<file path="config.mk">
export PLATFORM = sky130hd
export DESIGN_NAME = tff_count_monitor
export DESIGN_NICKNAME = d
export VERILOG_FILES = /design/src/rtl/tff_mon_pkg.sv /design/src/rtl/tff_pred.sv /design/src/rtl/tff_count_monitor.sv
export SDC_FILE = /design/constraint.sdc
export NUM_CORES = 1
export LEC_CHECK = 0
export BUFFER_PORTS_ARGS = -buffer_cell sky130_fd_sc_hd__buf_2
export CAP_MARGIN = 25
export CELL_PAD_IN_SITES_DETAIL_PLACEMENT = 1
export CELL_PAD_IN_SITES_GLOBAL_PLACEMENT = 2
export CORE_UTILIZATION = 30
export CTS_CLUSTER_SIZE = 14
export DETAILED_ROUTE_END_ITERATION = 16
export PLACE_DENSITY = 0.73
export SKIP_CTS_REPAIR_TIMING = 1
export SYNTH_ARGS = -nofsm -noshare
export SYNTH_HDL_FRONTEND = slang
export SYNTH_SLANG_ARGS = --single-unit
</file>
<file path="constraint.sdc">
create_clock -name clk -period 2.9 [get_ports clk]
set_clock_uncertainty 0.1 [all_clocks]
set_input_delay 0.29 -clock clk [delete_from_list [all_inputs] [get_ports clk]]
set_output_delay 0.29 -clock clk [all_outputs]
set_load 0.01 [all_outputs]
</file>
<file path="src/rtl/tff_mon_pkg.sv">
// Shared types and widths for the T-flip-flop counter monitor.
// Imported by the predictor and the monitor top.
package tff_mon_pkg;

    localparam int STATE_W = 4;
    localparam int RUN_W   = 4;
    localparam int CNT_W   = 8;

    localparam logic [CNT_W-1:0] ERR_MAX = 8'd255;

    typedef enum logic [STATE_W-1:0] {
        IDLE  = 4'b0001,
        ACQ   = 4'b0010,
        LOCK  = 4'b0100,
        FAULT = 4'b1000
    } state_t;

endpackage

</file>
<file path="src/rtl/tff_pred.sv">
// Combinational next-state predictor for a 4-bit T-flip-flop up/down counter.
// Each bit toggles when all lower bits are 1 (up) or all lower bits are 0 (down).
module tff_pred
    import tff_mon_pkg::*;
(
    input  logic [3:0] prev,
    input  logic       dir,
    output logic [3:0] pred
);

    logic [3:0] src;
    logic [3:0] tog;

    // Down-counting is the up-count toggle chain run on complemented bits.
    assign src = dir ? prev : ~prev;

    assign tog[0] = 1'b1;
    assign tog[1] = src[0];
    assign tog[2] = src[1] & src[0];
    assign tog[3] = src[2] & src[1] & src[0];

    assign pred = prev ^ tog;

endmodule

</file>
<file path="src/rtl/tff_count_monitor.sv">
// Watches a 4-bit T-flip-flop counter, acquires lock on a run of correct
// transitions and reports mismatches, escalating to a sticky fault.
module tff_count_monitor
    import tff_mon_pkg::*;
#(
    parameter int unsigned LOCK_LEN  = 4,
    parameter int unsigned FAULT_LIM = 3
) (
    input  logic             clk,
    input  logic             rst,
    input  logic             en,
    input  logic             dir,
    input  logic [3:0]       q,
    input  logic             clr,
    output logic             locked,
    output logic             err,
    output logic             fault,
    output logic [CNT_W-1:0] err_cnt
);

    localparam logic [RUN_W-1:0] LOCK_LEN_R  = RUN_W'(LOCK_LEN);
    localparam logic [RUN_W-1:0] FAULT_LIM_R = RUN_W'(FAULT_LIM);

    state_t             state, state_nx;
    logic [3:0]         prev, prev_nx;
    logic [RUN_W-1:0]   match_run, match_nx;
    logic [RUN_W-1:0]   miss_run, miss_nx;
    logic [CNT_W-1:0]   cnt_nx;
    logic               err_nx;
    logic [3:0]         pred;
    logic               hit;
    logic [RUN_W-1:0]   match_inc;
    logic [RUN_W-1:0]   miss_inc;

    function automatic logic [CNT_W-1:0] sat_inc(input logic [CNT_W-1:0] v);
        return (v == ERR_MAX) ? ERR_MAX : v + CNT_W'(1);
    endfunction

    tff_pred u_pred (
        .prev (prev),
        .dir  (dir),
        .pred (pred)
    );

    assign hit       = (q == pred);
    assign match_inc = match_run + RUN_W'(1);
    assign miss_inc  = miss_run + RUN_W'(1);

    always_comb begin
        state_nx = state;
        prev_nx  = prev;
        match_nx = match_run;
        miss_nx  = miss_run;
        cnt_nx   = err_cnt;
        err_nx   = 1'b0;
        if (clr) begin
            state_nx = IDLE;
            match_nx = '0;
            miss_nx  = '0;
            cnt_nx   = '0;
        end else if (en) begin
            case (state)
                IDLE: begin
                    prev_nx  = q;
                    match_nx = '0;
                    state_nx = ACQ;
                end
                ACQ: begin
                    prev_nx = q;
                    if (hit) begin
                        if (match_inc == LOCK_LEN_R) begin
                            state_nx = LOCK;
                            match_nx = '0;
                        end else begin
                            match_nx = match_inc;
                        end
                    end else begin
                        match_nx = '0;
                    end
                end
                LOCK: begin
                    // Resynchronise on the observed value even after a miss.
                    prev_nx = q;
                    if (hit) begin
                        miss_nx = '0;
                    end else begin
                        err_nx  = 1'b1;
                        cnt_nx  = sat_inc(err_cnt);
                        miss_nx = miss_inc;
                        if (miss_inc == FAULT_LIM_R) begin
                            state_nx = FAULT;
                        end
                    end
                end
                FAULT: begin
                end
                default: state_nx = IDLE;
            endcase
        end
    end

    always_ff @(posedge clk or negedge rst) begin
        if (!rst) begin
            state     <= IDLE;
            prev      <= '0;
            match_run <= '0;
            miss_run  <= '0;
            err_cnt   <= '0;
            err       <= 1'b0;
        end else begin
            state     <= state_nx;
            prev      <= prev_nx;
            match_run <= match_nx;
            miss_run  <= miss_nx;
            err_cnt   <= cnt_nx;
            err       <= err_nx;
        end
    end

    assign locked = (state == LOCK);
    assign fault  = (state == FAULT);

endmodule

</file>
==> metrics.csv, run 1 <==
stage;metric;value;unit
cts;Worst-Skew Late Latency;0.27;ns
worst_setup_path;Reg2Reg Setup Slack;0.25;ns
timing;Final Slew Violations;0;
synth;Syn Inst Count;169;
synth;post-synthesis sequential area ratio;0.400;
cells_and_area;final core occ;0.368;
worst_setup_path;Worst Path Required;2.96;ns
placement;dpl ws;0.282;ns
synth;top-area cell type share of the netlist area;0.383;
cts;Root Driver;clkbuf_8;
global_route;vias in the first global route;1313;
synth;dominant cell type by area after synthesis;dfrtp_1;
cts;clock transition at the registers of the reported paths;0.10;ns
synth;dominant synthesized flop cell;dfrtp_1;
timing;Final min period;2.65;ns
synth;Synth Area in Compound Gates;0.176;
pwr;overall power;1.06;mW
global_route;overall routing resource usage;0.152;
timing;worst hold slack;0.177;ns
synth;Syn Area/Cell;9.28;µm²
routing;Post-Route WL;3850;µm
cells_and_area;area growth from synthesis to layout;14.7;%
pwr;pwr/cell area;588;nW/µm²
synth;largest family of logic cells by synthesized area;simple AND/OR/NAND/NOR gates;
run_status;status;finished, final reports clean;
pwr;part of the power in registers;0.458;
timing;Worst Tran Pin Value;0.608;ns
die;Site Rows;25;
timing;period utilization;0.913;
die;Starting Density;0.321;
synth;synthesized flop and latch total;25;
routing;drt drc;0;
routing;Vias;1351;
cells_and_area;commonest cells after routing, fill and taps aside;24 x dfrtp_1, 19 x buf_2, 17 x nand2_1;
timing;setup TNS;0;ns
cells_and_area;area of the multi-input gates;900;µm²
cells_and_area;Antenna diodes;0;
synth;Post-Synth XOR/XNOR Area;0.0535;
cells_and_area;NumNets Final;206;
timing;post-route setup slack;0.251;ns
routing;met2 WL;1850;µm
worst_setup_path;crit path max-delay cell type;or4_4;
synth;syn nets;183;
timing;Hold Vio Cnt, Final;0;
synth;area share of fa/ha/maj cells after synthesis;0.0399;
placement;detailed placement HPWL;2860;µm
pwr;Worst VDD drop;0.243;mV
placement;number of port buffers;19;
synth;number of flops mapped to enable cells by yosys;0;
pwr;LEAKAGE;0.771;nW
cts;htree depth;1;
routing;DR WL met3;80;µm
cells_and_area;most common cell after layout, fill and taps aside;dfrtp_1;
pwr;Int Pwr;0.683;mW
timing;achievable clock frequency;0.377;GHz
cts;clk buf depth;2;
cts;number of CTS-inserted buffers;3;
cts;CTS tree;done;
die;Die Height;74.3;µm
timing;RSZ-0062 raised after global routing;false;
worst_setup_path;CP max stage delay;0.56;ns
timing;relative max-transition margin;0.595;
worst_setup_path;crit-path cells;or4_4, nand3_1, or3b_4, o31a_1, a211o_1, mux2_4;
routing;wire per inst;14.9;µm
synth;Synth cell types;50;
cells_and_area;Layout fillers;610;
worst_setup_path;startpoint types;flip-flop;
placement;RD Place Congestion;0.750;
pwr;switching fraction of total power;0.354;
worst_setup_path;critical path capture point type;flip-flop;
pwr;Clock Power Share;0.207;
global_route;total grt overflow;0;
die;IO Pins;20;
worst_hold_path;Tightest Hold Check Type;in2reg;
cells_and_area;Sequential Area;627;µm²
routing;vias per inst;5.24;
die;die width;74.3;µm
synth;Syn Std Cell Area;1570;µm²
global_route;first-pass GRT wire length;6370;µm
cells_and_area;layout cells sized above 1;0.204;
worst_setup_path;CP Max Fanout;7;
synth;top cells by area in the synthesized netlist;dfrtp_1 38%, nand3_1 4.5%, nand2_1 4.1%;
routing;DR pass1 iterations;4;
cts;clock sink total;25;
global_route;antenna violations before repair;0;
pwr;Comb power frac;0.335;
synth;post-synthesis mux area share;0.0615;
synth;Simple-Gate Fraction of Synth Area;0.243;
die;core area;4880;µm²
synth;Syn. warnings;0;
worst_setup_path;Crit Path Class;reg2reg;
routing;Final ANT Viol Nets;0;
worst_setup_path;CP Data Arrival Time;2.71;ns
global_route;largest net degree at the start of global routing;26;
pwr;NetSw;0.374;mW
synth;Post-synth ARST share;1.00;
routing;max layer used;met4;
routing;number of DRC markers in iteration 0;84;
routing;Routed met1 length;1900;µm
die;die area;5520;µm²
timing;final setup fails;0;
flow_run;max_cap viols;0;
[cells in the mapped netlist, drive strengths merged (4+ instances only)]
cell	count
inv	5
nand3	14
nor2	16
nand2	17
ha	5
nor3	6
dfrtp	24
o21ai	11
xor2	4
mux2	7
a21oi	10
[cell type report]
cell class              instances  area share
multi-input cells             135       0.500
well taps                      67      0.0466
repair buffers                 22      0.0668
clock inverters                 1     0.00418
inverters                       5      0.0104
flip-flops and latches         25       0.349
clock buffers                   3      0.0230
[cell families (layout without fill, tap and decap cells)]
| family | after synthesis | count (layout) |
|---|---|---|
| and+or+nand+nor | 73 | 73 |
| AOI/OAI and AO/OA | 41 | 41 |
| DFF | 25 | 25 |
| buffers and inverters | 9 | 31 |
| xor gates and xnor gates | 8 | 8 |
| muxes | 8 | 8 |
| adders and majority gates | 5 | 5 |
[metal layers]
layer	global-route usage	up-vias
met4	0.0314	0
met2	0.249	10
met3	0.0217	2
met5	0	-
li1	-	670
met1	0.213	669
[power groups by stage]
stage                     combinational [mW]  clock, mW  sequential (mW)
final                                  0.355      0.219            0.484
after global routing                   0.390      0.240            0.495
after CTS                              0.356      0.230            0.483
after detailed placement               0.354          0            0.490
after global placement                 0.343          0            0.481
after floorplan                        0.294          0            0.459
[flip-flops by register name, indices dropped and copies added, names as in the netlist]
name       count
state          4
prev           4
match_run      4
err            1
err_cnt        8
miss_run       4
[worst max-delay path: cells and delay by family, from the launching register on]
| family | cells | cell delay (ns) |
|---|---|---|
| simple gates | 3 | 1.05 |
| compound gates | 2 | 0.63 |
| flops | 1 | 0.46 |
| mux | 1 | 0.31 |
[path summary, 6_finish.rpt]
kind	start	to	depth (start not counted)
setup / recovery	prev[0]	state[1]	6
hold / removal	q[3]	prev[3]	2
setup reg to reg	prev[0]	state[1]	6
hold reg to reg	prev[3]	prev[3]	1
max in group asynchronous	rst	match_run[0]	2
min in group asynchronous	rst	match_run[3]	2
[stage by stage]
stage / area [µm²] / cells
after floorplan: 1570 / 169
after global placement: 1740 / 253
after detailed placement: 1740 / 253
after CTS: 1790 / 257
after global routing: 1800 / 258
final: 1800 / 258
Note: power is estimated with default switching activity, not from simulation.
==> inputs of run 2 (changes only) <==
- RECOVER_POWER: not set -> 50
==> metrics.csv, run 2 (synthesis results as in run 1) <==
stage;metric;value;unit;change
routing;vias per inst;5.23;;was 5.24
die;die area;5520;µm²;unchanged
cells_and_area;commonest cells after routing, fill and taps aside;24 x dfrtp_1, 17 x nand2_1, 16 x nor2_1;;was 24 x dfrtp_1, 19 x buf_2, 17 x nand2_1
placement;number of port buffers;19;;unchanged
routing;DR WL met3;75;µm;was 80 µm
timing;final setup fails;0;;unchanged
routing;max layer used;met4;;unchanged
timing;relative max-transition margin;0.0247;;was 0.595
die;core area;4880;µm²;unchanged
worst_setup_path;Crit Path Class;reg2reg;;unchanged
worst_setup_path;Worst Path Required;2.96;ns;about the same
pwr;overall power;1.06;mW;about the same
worst_setup_path;crit path max-delay cell type;or4_4;;unchanged
die;die width;74.3;µm;unchanged
die;IO Pins;20;;unchanged
worst_hold_path;Tightest Hold Check Type;in2reg;;unchanged
timing;period utilization;0.913;;unchanged
timing;setup TNS;0;ns;unchanged
global_route;antenna violations before repair;0;;unchanged
routing;Routed met1 length;1900;µm;unchanged
cells_and_area;fin cells;258;;unchanged
worst_setup_path;reg2reg start;prev[0];;unchanged
worst_setup_path;critical path capture point type;flip-flop;;unchanged
global_route;largest net degree at the start of global routing;26;;unchanged
global_route;vias in the first global route;1313;;unchanged
worst_setup_path;CP max stage delay;0.56;ns;about the same
routing;number of DRC markers in iteration 0;84;;unchanged
worst_setup_path;crit-path cells;or4_4, nand3_1, or3b_4, o31a_1, a211o_1, mux2_4;;unchanged
cts;number of CTS-inserted buffers;3;;unchanged
cells_and_area;Antenna diodes;0;;unchanged
cts;Root Driver;clkbuf_8;;unchanged
cells_and_area;final core occ;0.367;;was 0.368
routing;DR pass1 iterations;4;;unchanged
cells_and_area;Design Area, Final;1790;µm²;was 1800 µm²
timing;worst hold slack;0.177;ns;unchanged
worst_setup_path;Worst Reg2Reg Path Length in Cells;6;;unchanged
routing;Final ANT Viol Nets;0;;unchanged
worst_setup_path;Reg2Reg Setup Slack;0.25;ns;about the same
timing;Hold Vio Cnt, Final;0;;unchanged
global_route;total grt overflow;0;;unchanged
cells_and_area;layout cells sized above 1;0.173;;was 0.204
routing;Post-Route WL;3840;µm;was 3850 µm
worst_hold_path;hold path startpoint;q[3];;unchanged
worst_setup_path;startpoint types;flip-flop;;unchanged
cells_and_area;most common cell after layout, fill and taps aside;dfrtp_1;;unchanged
cells_and_area;area growth from synthesis to layout;14.2;%;was 14.7%
cts;Worst-Skew Late Latency;0.27;ns;about the same
cells_and_area;max FFs per register;8;;unchanged
placement;RD Place Congestion;0.750;;unchanged
global_route;first-pass GRT wire length;6370;µm;unchanged
placement;DP Area;1740;µm²;unchanged
timing;Worst Tran Pin Value;1.46;ns;was 0.608 ns
cts;htree depth;1;;unchanged
global_route;overall routing resource usage;0.152;;unchanged
placement;detailed placement HPWL;2860;µm;unchanged
flow_run;max_cap viols;0;;unchanged
cts;clock transition at the registers of the reported paths;0.10;ns;about the same
cts;clk buf depth;2;;unchanged
die;Starting Density;0.321;;unchanged
cells_and_area;NumNets Final;206;;unchanged
placement;dpl ws;0.282;ns;unchanged
run_status;status;finished, final reports clean;;unchanged
routing;Vias;1350;;was 1351
cells_and_area;Layout fillers;614;;was 610
routing;wire per inst;14.9;µm;about the same
pwr;Worst VDD drop;0.243;mV;about the same
cts;clock sink total;25;;unchanged
placement;placed cell count;253;;unchanged
worst_setup_path;RR Endpoint;state[1];;unchanged
worst_setup_path;CP Max Fanout;7;;unchanged
timing;post-route setup slack;0.251;ns;unchanged
timing;Final Slew Violations;0;;unchanged
pwr;LEAKAGE;0.746;nW;was 0.771 nW
worst_hold_path;worst hold stages;2;;unchanged
worst_hold_path;WHS Endpoint;prev[3];;unchanged
cts;CTS tree;done;;unchanged
worst_setup_path;CP bufs+invs;0;;unchanged
worst_setup_path;CP Data Arrival Time;2.71;ns;about the same
timing;Final min period;2.65;ns;unchanged
timing;RSZ-0062 raised after global routing;false;;unchanged
die;Die Height;74.3;µm;unchanged
timing;achievable clock frequency;0.377;GHz;unchanged
worst_setup_path;Setup crit start;prev[0];;unchanged
routing;drt drc;0;;unchanged
worst_setup_path;CP delay by family, top;simple AND/OR/NAND/NOR gates;;unchanged
pwr;pwr/cell area;590;nW/µm²;was 588 nW/µm²
die;Site Rows;25;;unchanged
cells_and_area;Largest Register;err_cnt;;unchanged
routing;met2 WL;1840;µm;was 1850 µm
## run 2: changes by cell type in the layout (fill, tap and decap cells not counted)
cell      previous run  this run
buf_2               19        13
clkbuf_1             0         6
## run 2: how the worst max path moves through the flow
stage	endpoint	slack, ns	cells past startpoint
floorplan	state[1]	0.36	7
global placement	state[1]	0.31	6
detailed placement	state[1]	0.28	6
CTS	state[1]	0.27	6
global route	state[1]	0.19	6
finish	state[1]	0.25	6
## run 2: area by class of cell
type	instances	area, µm²	share of cell area
flip-flops and latches	25	627	0.350
well taps	67	83.8	0.0468
clock buffers	3	41.3	0.0231
clock inverters	1	7.51	0.00419
multi-input cells	135	900	0.502
repair buffers	22	113	0.0629
inverters	5	18.8	0.0105
## run 2: report_power, final
part | switching [mW] | internal, mW
Sequential | 0.0806 | 0.403
Clock | 0.122 | 0.0974
Combinational | 0.172 | 0.182
Total | 0.374 | 0.682
## run 2: metal layers
metal	track usage	vias up
li1	-	670
met1	0.213	668
met2	0.249	10
met3	0.0217	2
met4	0.0314	0
met5	0	-
==> inputs of run 3 (changes only) <==
--- a/config.mk
+++ b/config.mk
@@ -11,4 +11,5 @@
 export CELL_PAD_IN_SITES_GLOBAL_PLACEMENT = 2
 export CORE_UTILIZATION = 30
+export CTS_BUF_LIST = sky130_fd_sc_hd__clkbuf_16
 export CTS_CLUSTER_SIZE = 14
 export DETAILED_ROUTE_END_ITERATION = 16
==> constraint.sdc (replaced) <==
create_clock -name clk -period 2.9 [get_ports clk]
set_clock_uncertainty 0.1 [all_clocks]
set_input_delay 0.29 -clock clk [delete_from_list [all_inputs] [get_ports clk]]
set_output_delay 0.29 -clock clk [all_outputs]
set_load 0.1 [all_outputs]
==> metrics.csv, run 3 (synthesis results as in run 1) <==
stage;metric;value;unit;change
run_status;status;finished, final reports clean;;unchanged
routing;DR pass1 iterations;4;;unchanged
pwr;Comb power frac;0.332;;was 0.335
pwr;part of the power in registers;0.413;;was 0.458
global_route;overall routing resource usage;0.157;;was 0.152
worst_setup_path;CP max stage delay;0.56;ns;about the same
worst_setup_path;reg2reg start;prev[0];;unchanged
worst_setup_path;Worst Path Required;2.94;ns;was 2.96 ns
pwr;Worst VDD drop;0.219;mV;was 0.243 mV
flow_run;max_cap viols;0;;unchanged
worst_hold_path;worst hold stages;2;;unchanged
cts;clk buf depth;2;;unchanged
worst_setup_path;crit-path cells;or4_4, nand3_1, or3b_4, o31a_1, a211o_1, mux2_4;;unchanged
timing;Final Slew Violations;0;;unchanged
pwr;LEAKAGE;0.770;nW;was 0.746 nW
cells_and_area;commonest cells after routing, fill and taps aside;24 x dfrtp_1, 17 x nand2_1, 15 x nor2_1;;was 24 x dfrtp_1, 17 x nand2_1, 16 x nor2_1
routing;number of DRC markers in iteration 0;33;;was 84
cts;CTS tree;done;;unchanged
timing;final setup fails;0;;unchanged
worst_setup_path;Crit Path Class;reg2reg;;unchanged
cells_and_area;Layout fillers;591;;was 614
worst_setup_path;CP bufs+invs;0;;unchanged
routing;Final ANT Viol Nets;0;;unchanged
die;IO Pins;20;;unchanged
pwr;pwr/cell area;650;nW/µm²;was 590 nW/µm²
pwr;switching fraction of total power;0.353;;was 0.354
cts;Worst-Skew Late Latency;0.25;ns;was 0.27 ns
worst_setup_path;Setup crit start;prev[0];;unchanged
cells_and_area;Antenna diodes;0;;unchanged
worst_setup_path;critical path capture point type;flip-flop;;unchanged
die;Site Rows;25;;unchanged
cts;htree depth;1;;unchanged
die;Die Height;74.3;µm;unchanged
worst_setup_path;startpoint types;flip-flop;;unchanged
placement;detailed placement HPWL;2960;µm;was 2860 µm
worst_setup_path;CP Max Fanout;7;;unchanged
worst_hold_path;WHS Endpoint;prev[3];;unchanged
die;core area;4880;µm²;unchanged
cells_and_area;area growth from synthesis to layout;17.6;%;was 14.2%
routing;Vias;1394;;was 1350
cells_and_area;Sequential Area;627;µm²;unchanged
timing;RSZ-0062 raised after global routing;false;;unchanged
worst_setup_path;crit path max-delay cell type;or4_4;;unchanged
cts;number of CTS-inserted buffers;3;;unchanged
global_route;antenna violations before repair;0;;unchanged
timing;relative max-transition margin;0.0364;;was 0.0247
cells_and_area;final core occ;0.378;;was 0.367
cts;clock transition at the registers of the reported paths;0.06;ns;was 0.10 ns
cts;Root Driver;clkbuf_16;;was clkbuf_8
global_route;vias in the first global route;1413;;was 1313
timing;Worst Tran Pin Value;1.45;ns;was 1.46 ns
cells_and_area;Largest Register;err_cnt;;unchanged
die;die area;5520;µm²;unchanged
timing;Hold Vio Cnt, Final;0;;unchanged
routing;vias per inst;5.40;;was 5.23
timing;setup TNS;0;ns;unchanged
worst_setup_path;Worst Reg2Reg Path Length in Cells;6;;unchanged
worst_setup_path;CP delay by family, top;simple AND/OR/NAND/NOR gates;;unchanged
worst_setup_path;CP Data Arrival Time;2.69;ns;was 2.71 ns
global_route;total grt overflow;0;;unchanged
placement;number of port buffers;19;;unchanged
routing;wire per inst;15.3;µm;was 14.9 µm
placement;RD Place Congestion;0.781;;was 0.750
cells_and_area;area of the multi-input gates;922;µm²;was 900 µm²
worst_setup_path;RR Endpoint;state[1];;unchanged
cells_and_area;max FFs per register;8;;unchanged
worst_hold_path;hold path startpoint;q[3];;unchanged
cts;clock sink total;25;;unchanged
cells_and_area;most common cell after layout, fill and taps aside;dfrtp_1;;unchanged
worst_setup_path;Reg2Reg Setup Slack;0.25;ns;about the same
pwr;Int Pwr;0.775;mW;was 0.682 mW
cells_and_area;layout cells sized above 1;0.178;;was 0.173
global_route;largest net degree at the start of global routing;26;;unchanged
pwr;NetSw;0.422;mW;was 0.374 mW
timing;achievable clock frequency;0.378;GHz;was 0.377 GHz
die;Starting Density;0.321;;unchanged
global_route;first-pass GRT wire length;6700;µm;was 6370 µm
routing;Post-Route WL;3940;µm;was 3840 µm
routing;drt drc;0;;unchanged
worst_hold_path;Tightest Hold Check Type;in2reg;;unchanged
timing;period utilization;0.913;;about the same
pwr;Clock Power Share;0.255;;was 0.207
die;die width;74.3;µm;unchanged
cells_and_area;NumNets Final;206;;unchanged
timing;Final min period;2.65;ns;about the same
[run 3: final cells by class]
type	count	area share
clock inverter	1	0.00204
sequential	25	0.340
multi-input combinational	135	0.500
timing repair buffer	22	0.0611
inverter	5	0.0102
clock buffer	3	0.0407
tap	67	0.0455
[run 3: worst max path at each step]
| stage | end | slack, ns | cells past startpoint |
|---|---|---|---|
| floorplan | state[1] | 0.22 | 5 |
| global placement | state[1] | 0.31 | 6 |
| detailed placement | state[1] | 0.27 | 6 |
| CTS | state[1] | 0.26 | 6 |
| global route | state[1] | 0.18 | 6 |
| finish | state[1] | 0.25 | 6 |
[run 3: layer usage]
metal,track usage,share of wire
met3,0.0230,0.024
met2,0.269,0.48
met4,0.0398,0.010
met1,0.208,0.48
met5,0,0
[run 3: metrics by stage]
step | setup slack [ns] | instance area, µm² | std cells | power, mW | hold WS [ns]
6_report | 0.253 | 1840 | 258 | 1.20 | 0.192
5_1_grt | 0.181 | 1840 | 258 | 1.27 | 0.202
2_1_floorplan | 0.223 | 1590 | 169 | 0.808 | -0.106
3_5_place_dp | 0.273 | 1760 | 253 | 0.899 | 0.239
4_1_cts | 0.261 | 1840 | 257 | 1.21 | -0.0351
3_3_place_gp | 0.306 | 1760 | 253 | 0.880 | 0.224
[run 3: power groups by stage]
stage	registers [mW]	logic (mW)	clock network [mW]
after CTS	0.492	0.402	0.318
after floorplan	0.484	0.324	0
final	0.494	0.398	0.306
after detailed placement	0.499	0.400	0
after global placement	0.491	0.389	0
after global routing	0.504	0.436	0.330
